--- config.mk ---
export PLATFORM = sky130hd
export DESIGN_NAME = fetch_unit_flat
export DESIGN_NICKNAME = d
export VERILOG_FILES = /design/src/rtl/fetch_pkg.sv /design/src/rtl/fetch_if.sv /design/src/rtl/fetch_fifo.sv /design/src/rtl/fetch_unit.sv /design/src/flat_wrapper.sv
export SDC_FILE = /design/constraint.sdc
export NUM_CORES = 1
export LEC_CHECK = 0
export ABC_CLOCK_PERIOD_IN_PS = 6500
export CAP_MARGIN = 15
export CORE_UTILIZATION = 35
export DETAILED_ROUTE_END_ITERATION = 10
export SLEW_MARGIN = 20
export SYNTH_ARGS = -nofsm -noshare
export SYNTH_HDL_FRONTEND = slang
export SYNTH_SLANG_ARGS = --single-unit
--- constraint.sdc ---
create_clock -name clk -period 6.5 [get_ports clk]
set_input_delay 1.95 -clock clk [delete_from_list [all_inputs] [get_ports clk]]
set_output_delay 1.95 -clock clk [all_outputs]
set_load 0.01 [all_outputs]
--- src/rtl/fetch_pkg.sv ---
// fetch_pkg: FSM states and constants shared by the fetch stage
package fetch_pkg;
  typedef enum logic [1:0] {IDLE, WAIT, DROP} state_t;
  localparam logic [31:0] NOP_INSTR = 32'h0000_0013;
  localparam logic [31:0] PC_STEP = 32'd4;
endpackage

--- src/rtl/fetch_if.sv ---
// fetch_if: instruction memory port, decode handshake and redirect of the fetch stage
interface fetch_if;
  logic        imem_req;
  logic [31:0] imem_addr;
  logic        imem_valid;
  logic [31:0] imem_rdata;
  logic [31:0] instr;
  logic [31:0] instr_pc;
  logic        instr_valid;
  logic        instr_ready;
  logic        redirect;
  logic [31:0] redirect_pc;
  modport master (
    output imem_req, imem_addr, instr, instr_pc, instr_valid,
    input  imem_valid, imem_rdata, instr_ready, redirect, redirect_pc
  );
  modport slave (
    input  imem_req, imem_addr, instr, instr_pc, instr_valid,
    output imem_valid, imem_rdata, instr_ready, redirect, redirect_pc
  );
endinterface

--- src/rtl/fetch_fifo.sv ---
// fetch_fifo: circular buffer of {pc, instr} entries; flush wins over push
module fetch_fifo #(
  parameter  int DEPTH = 2,
  localparam int AW = DEPTH > 1 ? $clog2(DEPTH) : 1,
  localparam int CW = $clog2(DEPTH + 1)
) (
  input  logic          clk,
  input  logic          rst,
  input  logic          push_i,
  input  logic          pop_i,
  input  logic          flush_i,
  input  logic [63:0]   data_i,
  output logic [63:0]   data_o,
  output logic          full_o,
  output logic          empty_o,
  output logic [CW-1:0] count_o
);
  logic [63:0]   mem_q [DEPTH];
  logic [AW-1:0] rd_q, rd_d, wr_q, wr_d;
  logic [CW-1:0] cnt_q, cnt_d;
  always_comb begin
    rd_d  = pop_i ? (rd_q == AW'(DEPTH - 1) ? '0 : rd_q + 1'b1) : rd_q;
    wr_d  = push_i ? (wr_q == AW'(DEPTH - 1) ? '0 : wr_q + 1'b1) : wr_q;
    cnt_d = cnt_q + CW'(push_i) - CW'(pop_i);
    if (flush_i) begin
      rd_d  = '0;
      wr_d  = '0;
      cnt_d = '0;
    end
  end
  always_ff @(posedge clk)
    if (rst) begin
      rd_q  <= '0;
      wr_q  <= '0;
      cnt_q <= '0;
    end else begin
      rd_q  <= rd_d;
      wr_q  <= wr_d;
      cnt_q <= cnt_d;
    end
  always_ff @(posedge clk)
    if (push_i && !flush_i) mem_q[wr_q] <= data_i;
  assign data_o  = mem_q[rd_q];
  assign full_o  = cnt_q == CW'(DEPTH);
  assign empty_o = cnt_q == '0;
  assign count_o = cnt_q;
endmodule

--- src/rtl/fetch_unit.sv ---
// fetch_unit: PC, single-outstanding imem FSM and instruction buffer feeding decode
// Define FETCH_PERF_EN to add the perf_fetched/perf_stall counters.
module fetch_unit
  import fetch_pkg::*;
#(
  parameter logic [31:0] RESET_PC   = 32'h0000_0000,
  parameter int          FIFO_DEPTH = 2
) (
  input  logic        clk,
  input  logic        rst,
  fetch_if.master     bus
`ifdef FETCH_PERF_EN
  ,
  output logic [31:0] perf_fetched,
  output logic [31:0] perf_stall
`endif
);
  localparam int CW = $clog2(FIFO_DEPTH + 1);
  state_t        state_q, state_d;
  logic [31:0]   pc_q, pc_d;
  logic          req, push, pop, full, empty;
  logic [CW-1:0] count;
  logic [63:0]   head;
  assign pop = !empty && bus.instr_ready;
  fetch_fifo #(.DEPTH(FIFO_DEPTH)) u_fifo (
    .clk     (clk),
    .rst     (rst),
    .push_i  (push),
    .pop_i   (pop && !bus.redirect),
    .flush_i (bus.redirect),
    .data_i  ({pc_q, bus.imem_rdata}),
    .data_o  (head),
    .full_o  (full),
    .empty_o (empty),
    .count_o (count)
  );
  always_comb begin
    state_d       = state_q;
    pc_d          = pc_q;
    push          = 1'b0;
    req           = 1'b0;
    bus.imem_addr = pc_q;
    if (bus.redirect) begin
      pc_d    = bus.redirect_pc & ~32'd3;
      state_d = (state_q != IDLE && !bus.imem_valid) ? DROP : IDLE;
    end else begin
      unique case (state_q)
        IDLE: begin
          req     = !full || pop;
          state_d = req ? WAIT : IDLE;
        end
        WAIT: if (bus.imem_valid) begin
          push          = 1'b1;
          pc_d          = pc_q + PC_STEP;
          // issue the next request only if its response already has a slot
          req           = 32'(count) + 32'd1 - 32'(pop) < 32'(FIFO_DEPTH);
          bus.imem_addr = pc_d;
          state_d       = req ? WAIT : IDLE;
        end
        DROP: state_d = bus.imem_valid ? IDLE : DROP;
        default: state_d = IDLE;
      endcase
    end
  end
  always_ff @(posedge clk)
    if (rst) begin
      state_q <= IDLE;
      pc_q    <= RESET_PC;
    end else begin
      state_q <= state_d;
      pc_q    <= pc_d;
    end
  assign bus.imem_req    = req && !rst;
  assign bus.instr_valid = !empty;
  assign bus.instr       = empty ? NOP_INSTR : head[31:0];
  assign bus.instr_pc    = empty ? '0 : head[63:32];
`ifdef FETCH_PERF_EN
  logic [31:0] fetched_q, stall_q;
  always_ff @(posedge clk)
    if (rst) begin
      fetched_q <= '0;
      stall_q   <= '0;
    end else begin
      fetched_q <= fetched_q + 32'(pop);
      stall_q   <= stall_q + 32'(empty && bus.instr_ready);
    end
  assign perf_fetched = fetched_q;
  assign perf_stall   = stall_q;
`endif
endmodule

--- src/flat_wrapper.sv ---
// flat-port wrapper written by rule: the top's interface ports become plain ports
module fetch_unit_flat import fetch_pkg::*;
#(
  parameter logic [31:0] RESET_PC   = 32'h0000_0000,
  parameter int          FIFO_DEPTH = 2
)
  (clk, rst, bus_imem_req, bus_imem_addr, bus_instr, bus_instr_pc, bus_instr_valid, bus_imem_valid, bus_imem_rdata, bus_instr_ready, bus_redirect, bus_redirect_pc);
  fetch_if bus_i ();
  input  logic clk;
  input  logic rst;
  output wire logic [$bits(bus_i.imem_req)-1:0] bus_imem_req;
  output wire logic [$bits(bus_i.imem_addr)-1:0] bus_imem_addr;
  output wire logic [$bits(bus_i.instr)-1:0] bus_instr;
  output wire logic [$bits(bus_i.instr_pc)-1:0] bus_instr_pc;
  output wire logic [$bits(bus_i.instr_valid)-1:0] bus_instr_valid;
  input wire logic [$bits(bus_i.imem_valid)-1:0] bus_imem_valid;
  input wire logic [$bits(bus_i.imem_rdata)-1:0] bus_imem_rdata;
  input wire logic [$bits(bus_i.instr_ready)-1:0] bus_instr_ready;
  input wire logic [$bits(bus_i.redirect)-1:0] bus_redirect;
  input wire logic [$bits(bus_i.redirect_pc)-1:0] bus_redirect_pc;
  assign bus_imem_req = bus_i.imem_req;
  assign bus_imem_addr = bus_i.imem_addr;
  assign bus_instr = bus_i.instr;
  assign bus_instr_pc = bus_i.instr_pc;
  assign bus_instr_valid = bus_i.instr_valid;
  assign bus_i.imem_valid = bus_imem_valid;
  assign bus_i.imem_rdata = bus_imem_rdata;
  assign bus_i.instr_ready = bus_instr_ready;
  assign bus_i.redirect = bus_redirect;
  assign bus_i.redirect_pc = bus_redirect_pc;
  fetch_unit #(.RESET_PC(RESET_PC), .FIFO_DEPTH(FIFO_DEPTH)) u_core (.clk(clk), .rst(rst), .bus(bus_i));
endmodule
Yosys cells after proc, flatten, opt, wreduce, memory -nomap -nowiden
Memory sizes are Yosys's and may differ from the RTL's. A register that Yosys moved wholly into a read port is not among the register bits.
Cells that the tools add are included.
Storage, ports and cells
  register bits after elaboration: 38
  RAM bits: 128
  input port bits: 69
  output and inout bits: 98
  logic and storage cells: 59
  memories: 1
Cells by class
  add/sub/neg operators: 7
  order comparisons: 1
  equal/unequal tests: 4
  multiplexer cells: 25
  reductions and logical operators: 15
Memories
  u_core.u_fifo.mem_q: depth 2, width 64, read ports 1, clocked after memory_dff 1, write ports 1, line fetch_fifo.sv:18  | logic [63:0] mem_q [DEPTH];
Operators by type and width (count)
  2-to-1 mux 32 bit: 6
  adder 32 x 3 -> 32 bit, second input constant: 1
  less-than comparator 32 x 2 -> 1 bit, second input constant: 1
  subtractor 32 x 1 -> 32 bit: 1
  2-to-1 mux 1 bit: 13
  2-to-1 mux 2 bit: 4
  case mux 2 bit (3 select lines): 1
  logical AND 1 bit: 5
  zero test 1 bit: 5
  equality test 2 bit, second input constant: 2
  zero test 2 bit: 2
  adder 2 x 1 -> 3 bit, second input constant: 1
  inequality test 3 bit, second input constant: 1
  adder 1 bit, second input constant: 2
  adder 2 x 1 -> 2 bit: 1
  equality test 2 x 1 -> 1 bit, second input constant: 1
  case mux 1 bit (2 select lines): 1
  nonzero test 2 bit: 1
  OR reduction 2 bit: 1
  subtractor 2 x 1 -> 2 bit: 1
  logical OR 1 bit: 1

Longest topological paths before layout
Gate-level depths: netlist of run 1.
  depth in word-level cells: 9
  mapped depth: 11
  gate-level depth less buffers: 10

Modules after synthesis
From an unflattened synthesis of run 1, not the netlist that was laid out.
Unflattened totals
  cell total of the unflattened synthesis: 621
  area total of the unflattened synthesis: 8056.5 µm²
By module, submodules not included
  fetch_fifo: times used 1, cells an instance 220, area an instance 5147.4 µm², seq. area each 3943.8 µm²
  fetch_unit: times used 1, cells an instance 401, area an instance 2909.0 µm², seq. area each 640.6 µm²

Least setup slack after synthesis of run 1
Ideal clock, no wire load.
  kind: input to register
  from: in bus_imem_valid
  to: mem u_core.u_fifo.mem_q[0][0], enable pin
  library setup time: 0.482 ns
  arrival: 5.139 ns
  data required time: 6.018 ns
  setup slack: 0.879 ns
  cell stages on the path: 4
  path buffers: 1
  cell sequence: nor4bb_1 -> clkbuf_1 -> inv_1 -> nor2_1
On the way
  cells in the longest elaborated chain, start to end: 6
RTL lines
  from (decl): line flat_wrapper.sv:16  | input wire logic [$bits(bus_i.imem_valid)-1:0] bus_imem_valid;
  2-to-1 mux 1 bit: line fetch_unit.sv:52  | WAIT: if (bus.imem_valid) begin
  2-to-1 mux 1 bit: line fetch_unit.sv:47  | unique case (state_q)
  2-to-1 mux 1 bit: line fetch_unit.sv:43  | if (bus.redirect) begin
  logical AND 1 bit: line fetch_fifo.sv:42  | if (push_i && !flush_i) mem_q[wr_q] <= data_i;
  2-to-1 mux 1 bit: line fetch_fifo.sv:42
  2-to-1 mux 1 bit (not written as such): line fetch_fifo.sv:42
  to (decl): line fetch_fifo.sv:18
Every way passes these cells.

Worst setup path in the final report of run 1
  from: in bus_imem_valid
  to: out bus_imem_addr[24]
On the way
  cells in the longest elaborated chain, start to end: 3
RTL lines
  2-to-1 mux 32 bit (2 in series)
  2-to-1 mux 32 bit: line fetch_unit.sv:43
  to (decl): line flat_wrapper.sv:12  | output wire logic [$bits(bus_i.imem_addr)-1:0] bus_imem_addr;
Every way passes these cells.

==> summary.md, run 1 <==
| Metric | Value |
|---|---|
| Outcome | `complete, no violations` |
| Routed wire per std cell | `around 17 um` |
| DRT Wirelength | `about 18,000 um` |
| Die Wd | `between 100 and 150 um` |
| Relative slew slack | `34.00%` |
| Clock root cell | `clkbuf_16` |
| CTS tree | `yes` |
| Max Freq | `roughly 160 MHz` |
| Final worst slack | `approximately 0.073 ns` |
| Antenna fix cells | `0` |
| LEAKAGE | `about 3.2 nW` |
| Pin count of the biggest net entering global routing | `63` |
| Ordered list of cells on the worst path | `clkdlybuf4s50_1, nand4b_1, or4_1, or4b_1, xnor2_1, clkdlybuf4s50_1` |
| Asr flop ratio synth | `0%` |
| First-pass GRT wire length | `between 20,000 and 30,000 um` |
| 1st-iter DRT viols | `roughly 340` |
| Worst Setup End Kind | `output pin` |
| Effective utilization at floorplan | `~36%` |
| Worst hold stages | `2` |
| Vias per Instance | `5.116` |
| Final hold vios | `0` |
| Post-CTS Resized | `0` |
| Commonest non-fill, non-tap cell in the layout | `clkdlybuf4s50_1` |
| Clock-pin slew on the worst setup and hold paths | `approximately 0.070 ns` |
| FP Rows | `52` |
| Most frequent CP cell | `clkdlybuf4s50_1` |
| Pre-Repair DR Iteration Count | `8` |
| Total Power | `roughly 2.3 mW` |
| Max VDD drop | `167.2 uV` |
| Final Wtd Congestion | `roughly 0.84` |
| Clock latency on the worst-skew pair | `about 0.42 ns` |
| Dpl hpwl | `between 10,000 and 15,000 um` |
| Final setup vio count | `0` |
| Via count | `5,418` |
| Core area | `slightly above 20,000 um^2` |
| WP data required | `~4.6 ns` |
| Clock Tree Buf Depth | `2` |
| Pre-CTS setup slack | `roughly 0.089 ns` |
| Post-CTS Hold Fix Bufs | `0` |
| Worst Tran Pin Value | `roughly 0.98 ns` |
| Distinct cells, synth | `between 40 and 50` |
| Synth Cell Area | `between 7000 and 8000 um^2` |
| Avg Cell Area, Syn | `around 12 um^2` |
| Yosys warns | `0` |
| P&R area growth vs syn | `34.05%` |
| Placed Cells | `just over 1,000` |
| Crit-path max FO | `5` |
| Hold WS | `between 0.5 and 0.6 ns` |
| Slew Viols, Final | `0` |
| Clock Sink Count | `around 160` |
| CP arrival | `4.48 ns` |
| Setup repair bufs after CTS | `0` |
| Final std cells w/o fill | `1,059` |
| Max cap viols | `0` |
| I/O pins | `approximately 170` |
| Sequential element share of the synthesized area | `roughly 60%` |
| Residual DRC count | `0` |
| Setup total negative slack | `0 ns` |
| Slowest cell on the critical path | `clkdlybuf4s50_1` |
| Reg2Reg Depth | `5` |
| Min cycle time layout | `approximately 6.4 ns` |
| PortBufs | `between 150 and 200` |
| Share of cells above drive strength 1 | `about 7.9%` |
| Max Clock Skew | `approximately 0.015 ns` |
| Worst path max stage delay | `just under 0.6 ns` |
| Die Area | `21,750 um^2` |
| # nets final | `855` |
| Die height | `between 100 and 150 um` |
| HP Class | `reg -> reg` |
| Cell Pwr Density | `233.4 nW/um^2` |
| Initial antenna violation count | `0` |
| Kind of critical path | `in -> out` |
| H-tree depth | `4` |
| Gr usage total | `17.50%` |
| Post-route ant nets | `0` |
| Mapped Cells | `just over 600` |
| Vias in the first global route | `5,525` |
| Main synth FF type | `edfxtp_1` |
| CP Launch Type | `primary input` |
| RSZ-0062 raised after global routing | `no` |
| Number of enable flip-flop cells after synthesis | `about 120` |
| TritonCTS buffer count | `17` |
| Period utilization | `between 90% and 100%` |
| Most frequent cells in the layout | `clkdlybuf4s50_1, edfxtp_1, nor2_1` |
| Number of synthesized register bits | `161` |
| Gr ovfl total | `0` |
flip-flops by register name, summed over array words and instances (netlist names), named ones only:
signal and flops:
u_core.u_fifo.rd_q 1, u_core.state_q 2, u_core.pc_q 30, u_core.u_fifo.count_o 2
u_core.u_fifo.mem_q 124, u_core.u_fifo.wr_q 1
area by class of cell:
type,instances,area (um^2)
timing repair buffer,180,1784
sequential,161,4468
multi-input combinational,397,2686
clock inverter,15,156.4
inverter,19,71.32
fill,1862,10570
tap,270,337.8
clock buffer,17,425.4
report_power, final:
group | internal, mW | switching (mW)
Sequential | 1.13 | 0.0344
Combinational | 0.0941 | 0.0741
Clock | 0.570 | 0.416
Total | 1.79 | 0.524
metal layers:
metal  global-route usage [%]  vias to the layer above  share of wire [%]
li1                         -                     2587                  -
met3                    3.951                       29                5.9
met5                        0                        -                  0
met2                    29.10                      219                 48
met1                    22.14                     2583                 44
met4                    6.753                        0                2.0
worst max-delay path, delay by kind of cell:
kind / cells / cell delay (ns)
buffers and inverters: 2 / 1.14
AND/OR/NAND/NOR: 3 / 1.16
XOR/XNOR: 1 / 0.21
metrics by stage:
stage,utilization (%),cell area (um^2)
2_1_floorplan,-,7418
3_3_place_gp,45.48,9320
3_5_place_dp,45.48,9320
4_1_cts,48.32,9902
5_1_grt,48.45,9930
6_report,48.45,9930
cell usage after synthesis (12+ instances only):
cell,n,area (um^2)
mux2i_1,63,630.6
edfxtp_1,124,3724
nor2_1,98,367.9
nor4_1,15,93.84
xor2_1,15,131.4
xnor2_1,27,236.5
inv_1,18,67.56
dfxtp_1,37,740.7
clkbuf_1,31,116.4
nor3_1,14,70.07
nand3_1,12,60.06
nand2_1,26,97.59
kinds of logic (layout without fill, tap and decap cells):
logic type | after synthesis | in the layout | share of synthesized area (%)
muxes | 65 | 65 | 8.817
adders and majority gates | 10 | 10 | 1.791
DFF | 161 | 161 | 60.27
xor gates and xnor gates | 42 | 42 | 4.966
other | 1 | 4 | 0.05063
and+or+nand+nor | 217 | 217 | 14.58
buffers and inverters | 67 | 231 | 3.767
AOI/OAI and AO/OA | 59 | 59 | 5.760
path summary, 6_finish.rpt:
path	slack [ns]	from	end
min	0.51	u_core.u_fifo.rd_q	register
max reg2reg	3.87	u_core.pc_q[5]	u_core.pc_q[24]
min reg2reg	0.51	u_core.u_fifo.rd_q	register
max	0.07	bus_imem_valid	bus_imem_addr[24]
(Power assumes the default switching activity.)
==> run 2: changes to the inputs <==
Settings changed: ABC_AREA from default to 1, CELL_PAD_IN_SITES_DETAIL_PLACEMENT from default to 1, CELL_PAD_IN_SITES_GLOBAL_PLACEMENT from default to 1, PLACE_DENSITY_LB_ADDON from default to 0.1.
==> run 2 against run 1 <==
Clock skew fell by 0.0029 ns. Non-clock buffer count is 10 lower. Highest routed layer unchanged. Worst hold slack lost 0.030 ns. Largest cell class unchanged. Combinational power about the same. Via count increased by 10%. Critical endpoint is now bus_imem_addr[14].
==> summary.md, run 2 <==
| Metric | Value |
|---|---|
| Outcome | `complete, no violations` |
| Total Power | `between 2 and 2.5 mW` |
| Die Area | `approximately 22,000 um^2` |
| Vias in the first global route | `6,300` |
| Worst Setup End Kind | `output pin` |
| Number of enable flip-flop cells after synthesis | `approximately 120` |
| Antenna fix cells | `0` |
| Gr ovfl total | `0` |
| Most frequent cells after synthesis | `nor2_1, edfxtp_1, nand2_1, o21ai_0, inv_1` |
| LEAKAGE | `~3.6 nW` |
| Max Clock Skew | `0.01209 ns` |
| Main synth FF type | `edfxtp_1` |
| Min cycle time layout | `6.146 ns` |
| Sequential element share of the synthesized area | `around three fifths` |
| Yosys top cell area share | `roughly 51%` |
| Pre-CTS setup slack | `0.3780 ns` |
| Cell taking the most area after synthesis | `edfxtp_1` |
| Setup repair bufs after CTS | `0` |
| Post-route ant nets | `0` |
| Largest regs | `u_core.u_fifo.mem_q x124, u_core.pc_q x30` |
| Area contributors post-synth | `edfxtp_1, dfxtp_1, nor2_1, o21ai_0, nand2_1` |
| HP Class | `reg -> reg` |
| Max cap viols | `0` |
| Distinct cells, synth | `32` |
| # nets final | `approximately 1,000` |
| Clock Tree Buf Depth | `2` |
| Clock-pin slew on the worst setup and hold paths | `about 0.070 ns` |
| H-tree depth | `4` |
| CP Launch Type | `primary input` |
| Slew Viols, Final | `0` |
| Clock root cell | `clkbuf_16` |
| FP Rows | `between 50 and 60` |
| Setup total negative slack | `0 ns` |
| Final std cells w/o fill | `between 1,000 and 1,500` |
| Most frequent cells in the layout | `clkdlybuf4s50_1, nor2_1, edfxtp_1` |
| Clock Sink Count | `about 160` |
| I/O pins | `around 170` |
| Util after Layout | `roughly 48%` |
| Max VDD drop | `155.2 uV` |
| Post-CTS Resized | `0` |
| Top-count cell post-synth | `nor2_1` |
| Gr usage total | `20.09%` |
| PortBufs | `160` |
| Die height | `approximately 150 um` |
| Die Wd | `146.6 um` |
| 1st-iter DRT viols | `255` |
| Cell Pwr Density | `about 240 nW/um^2` |
| Max Freq | `162.7 MHz` |
| Biggest register | `u_core.u_fifo.mem_q` |
| Via count | `about 6,000` |
| Max reg flops | `approximately 120` |
| CP arrival | `roughly 4.2 ns` |
| Kind of critical path | `in -> out` |
| Yosys warns | `0` |
| Crit-path max FO | `10` |
| Final Wtd Congestion | `~0.81` |
| Period utilization | `between 90% and 100%` |
| Number of synthesized register bits | `between 150 and 200` |
| Share of cells above drive strength 1 | `6.915%` |
| Register Area | `4466 um^2` |
| Post-CTS Hold Fix Bufs | `0` |
| Synth Cell Area | `around 7300 um^2` |
| Final setup vio count | `0` |
| P&R area growth vs syn | `33.65%` |
| First-pass GRT wire length | `33,200 um` |
| Vias per Instance | `about 4.9` |
| Pin count of the biggest net entering global routing | `65` |
| Effective utilization at floorplan | `a little over a third` |
| Mapped Cells | `around 770` |
| Worst Tran Pin Value | `0.9303 ns` |
| Placed Cells | `about 1,200` |
| RSZ-0062 raised after global routing | `no` |
| Avg Cell Area, Syn | `roughly 9.5 um^2` |
| Relative slew slack | `roughly 38%` |
| Asr flop ratio synth | `0%` |
| Pre-Repair DR Iteration Count | `4` |
| Core area | `20,360 um^2` |
| Multi-input gate area | `2471 um^2` |
| Final worst slack | `0.3542 ns` |
| Residual DRC count | `0` |
| WP data required | `approximately 4.6 ns` |
| CTS tree | `yes` |
| Commonest non-fill, non-tap cell in the layout | `clkdlybuf4s50_1` |
| TritonCTS buffer count | `17` |
| Final hold vios | `0` |
| Dpl hpwl | `between 10,000 and 15,000 um` |
| Initial antenna violation count | `0` |
| Clock latency on the worst-skew pair | `approximately 0.43 ns` |
| Routed wire per std cell | `about 17 um` |
| Fill count | `roughly 2,300` |
| DRT Wirelength | `around 21,000 um` |
-- run 2: cell count changes in the layout (fill, tap and decap cells not counted), sizes merged, moves of 26 or more --
| cell | delta |
|---|---|
| nand2 | +92 |
| o21ai | +96 |
| xnor2 | -26 |
| mux2i | -63 |
| a21oi | +34 |
| nor2 | +67 |
| nand3 | +50 |
| inv | +45 |
-- run 2: kinds of logic after synthesis --
kind of cell	Yosys count	synth area share, %
AO/OA/AOI/OAI	148	10.20
XOR/XNOR	1	0.1196
adder cells (fa/ha/maj)	10	1.811
buffers and inverters	101	5.639
flip-flops	161	60.97
other	1	0.05122
AND/OR/NAND/NOR	352	21.21
-- run 2: layout make-up --
type / instances / area share [%]
clock inverters: 14 / 1.611
flip-flops and latches: 161 / 45.63
clock buffers: 17 / 4.347
inverters: 63 / 2.442
multi-input cells: 515 / 25.25
repair buffers: 170 / 17.26
well taps: 270 / 3.452
-- run 2: where the power goes --
part	switching [mW]	internal [mW]	total (mW)
sequential	0.0220	1.13	1.15
combinational	0.0821	0.0830	0.165
clock	0.432	0.571	1.00
total	0.536	1.78	2.32
-- run 2: metal layers --
| layer | wire (um) | up-vias | GRT usage, % |
|---|---|---|---|
| met3 | 775 | 22 | 2.813 |
| met2 | 10190 | 133 | 34.64 |
| met1 | 9191 | 2921 | 25.60 |
| met4 | 354 | 0 | 7.292 |
| met5 | 0 | - | 0 |
| li1 | - | 2908 | - |
-- run 2: stage by stage --
| stage | hold WS, ns | area, um^2 |
|---|---|---|
| floorplan | 0.4474 | 7333 |
| global placement | 0.4502 | 9200 |
| detailed placement | 0.4744 | 9203 |
| CTS | 0.4845 | 9786 |
| global route | 0.5064 | 9786 |
| finish | 0.4763 | 9786 |
-- run 2: final timing paths --
check | start | to | slack, ns | cells past startpoint
max | bus_imem_valid | bus_imem_addr[14] | 0.35 | 8
min | u_core.u_fifo.rd_q | register | 0.48 | 2
max reg2reg | u_core.state_q[0] | u_core.u_fifo.mem_q[0][58] | 3.98 | 5
min reg2reg | u_core.u_fifo.rd_q | register | 0.48 | 2
-- run 2: critical path, cell delays in order --
cell	delay (ns)
clkdlybuf4s50_1	0.58
nand3_4	0.20
inv_2	0.19
nand3_1	0.15
o21ai_0	0.20
nand3_1	0.14
o21ai_0	0.17
clkdlybuf4s50_1	0.61
==> run 3: changes to the inputs <==
Settings changed: ABC_CLOCK_PERIOD_IN_PS 6500 to 6800, CORE_ASPECT_RATIO from default to 0.9.
Clock period 6.5 ns to 6.8 ns, I/O delays scaled along.
==> run 3 against run 2 <==
Clock skew is 0.0019 ns lower. Sequential power is 4% lower. Clock-buffer cell count stayed put. Die area hardly changed. Register-to-register slack better by 0.28 ns. Critical endpoint is now bus_imem_addr[20]. Worst hold slack better by 0.012 ns. Highest routed layer unchanged. Critical path depth is 2 higher. Via count is 0.97% lower.
==> summary.md, run 3 (same netlist as run 2, synthesis figures left out) <==
| Metric | Value |
|---|---|
| Initial antenna violation count | `0` |
| Max reg flops | `124` |
| Die height | `approximately 140 um` |
| Delay-heaviest family, CP | `buffers and inverters` |
| Final hold vios | `0` |
| Clock power share | `43.2%` |
| Antenna fix cells | `0` |
| Via count | `5,926` |
| Dpl hpwl | `around 14,000 um` |
| Vias per Instance | `about 5.0` |
| Worst Setup End Kind | `output pin` |
| Clock Sink Count | `approximately 160` |
| Clock Tree Buf Depth | `2` |
| H-tree depth | `4` |
| WP buf/inv | `3` |
| First-pass GRT wire length | `approximately 33,000 um` |
| CTS tree | `yes` |
| P&R area growth vs syn | `33.13%` |
| Max Freq | `about 160 MHz` |
| Crit-path max FO | `4` |
| Reg2Reg Depth | `5` |
| Clock root cell | `clkbuf_16` |
| Post-CTS Hold Fix Bufs | `0` |
| Final Cell Area | `between 9000 and 10,000 um^2` |
| Commonest non-fill, non-tap cell in the layout | `clkdlybuf4s50_1` |
| Outcome | `complete, no violations` |
| Worst Tran Pin Value | `0.7677 ns` |
| WP data required | `4.76 ns` |
| Worst path max stage delay | `~0.59 ns` |
| Sequential power share | `slightly below 50%` |
| Min cycle time layout | `around 6.3 ns` |
| Stages on worst setup path | `10` |
| Most frequent cells in the layout | `clkdlybuf4s50_1, nor2_1, edfxtp_1` |
| Combinational power share | `approximately 7.1%` |
| Vias in the first global route | `~6,200` |
| Multi-input gate area | `about 2500 um^2` |
| Max VDD drop | `approximately 150 uV` |
| Cell Pwr Density | `226.9 nW/um^2` |
| Internal power of the cells | `~1.7 mW` |
| RSZ-0062 raised after global routing | `no` |
| Slowest cell on the critical path | `clkdlybuf4s50_1` |
| CP arrival | `between 4 and 5 ns` |
| I/O pins | `~170` |
| DP Area | `about 9000 um^2` |
| Clock latency on the worst-skew pair | `approximately 0.42 ns` |
| Final Wtd Congestion | `about 0.81` |
| Kind of critical path | `in -> out` |
| Clock-pin slew on the worst setup and hold paths | `0.06 ns` |
| CP Launch Type | `primary input` |
| Max Clock Skew | `~0.010 ns` |
| LEAKAGE | `3.574 nW` |
| Pin count of the biggest net entering global routing | `65` |
| Die Area | `21,500 um^2` |
| PortBufs | `160` |
| Post-CTS Resized | `0` |
| # nets final | `around 1,000` |
| Residual DRC count | `0` |
| Worst hold stages | `2` |
| HP Class | `reg -> reg` |
| Switching power total | `around 510 uW` |
| Most frequent CP cell | `nand2_1` |
| Slew Viols, Final | `0` |
| Routed wire per std cell | `17.34 um` |
| Period utilization | `92.40%` |
| Gr ovfl total | `0` |
| Final setup vio count | `0` |
| Setup repair bufs after CTS | `0` |
| Effective utilization at floorplan | `a little over a third` |
| Share of cells above drive strength 1 | `about 6.7%` |
| Setup total negative slack | `0 ns` |
| Gr usage total | `about a fifth` |
| TritonCTS buffer count | `17` |
| Pre-Repair DR Iteration Count | `4` |
| Die Wd | `154.5 um` |
| Ordered list of cells on the worst path | `clkdlybuf4s50_1, inv_1, nor2_1, nand2_1, nor2_1, nand2_1, nand2_1, nand3_1, o21ai_0, clkdlybuf4s50_1` |
| Fill count | `between 2,000 and 2,500` |
| Biggest register | `u_core.u_fifo.mem_q` |
| Post-route ant nets | `0` |
| Max cap viols | `0` |
| DRT Wirelength | `just over 20,000 um` |
| Largest regs | `u_core.u_fifo.mem_q x124, u_core.pc_q x30` |
| 1st-iter DRT viols | `310` |
| Relative slew slack | `about 50%` |
| Switching Share | `approximately 23%` |
| FP Rows | `49` |
| Register Area | `~4500 um^2` |
| Core area | `a little over 20,000 um^2` |
==> run 3: cell count changes in the layout (fill, tap and decap cells not counted) <==
cell,before,now
buf_4,9,7
clkinvlp_4,3,1
clkinv_2,1,2
clkinv_4,2,3
inv_6,3,4
inv_8,2,1
==> run 3: power by group through the flow <==
stage | registers [mW] | logic [mW] | clock network [mW]
6_report | 1.10 | 0.157 | 0.956
4_1_cts | 1.10 | 0.160 | 0.973
3_5_place_dp | 1.12 | 0.158 | 0
2_1_floorplan | 1.11 | 0.0660 | 0
5_1_grt | 1.10 | 0.172 | 1.01
3_3_place_gp | 1.12 | 0.155 | 0
==> run 3: area by class of cell <==
type | count | area share (%)
multi-input cells | 515 | 25.35
repair buffers | 168 | 17.17
clock inverters | 14 | 1.579
inverters | 63 | 2.452
well taps | 255 | 3.273
flip-flops and latches | 161 | 45.81
clock buffers | 17 | 4.364
==> run 3: through the flow <==
stage	worst slack [ns]	cells	util (%)	hold slack [ns]	power, mW
6_report	0.5168	1193	48.18	0.4884	2.212
5_1_grt	0.3917	1193	48.18	0.5071	2.286
4_1_cts	0.4743	1193	48.18	0.4864	2.231
3_5_place_dp	0.5048	1162	45.32	0.4716	1.279
3_3_place_gp	0.5190	1162	45.31	0.4558	1.273
2_1_floorplan	1.298	777	-	0.4474	1.179
==> run 3: worst min-delay path: cells and delay by family, from the launching register on <==
family / cells / cell delay (ns)
buf+inv: 1 / 0.08
compound gates: 1 / 0.07
flops: 1 / 0.30
==> run 3: final timing paths <==
check	startpoint	endpoint	slack [ns]
max reg2reg	u_core.state_q[0]	u_core.u_fifo.mem_q[0][51]	4.26
max	bus_imem_valid	bus_imem_addr[20]	0.52
min reg2reg	u_core.u_fifo.rd_q	register	0.49
min	u_core.u_fifo.rd_q	register	0.49
==> run 3: metal layers <==
metal  wire [um]  track usage (%)
met2       10200            34.91
met1        9408            24.59
met4         278            6.514
met3         791            3.831
met5           0                0
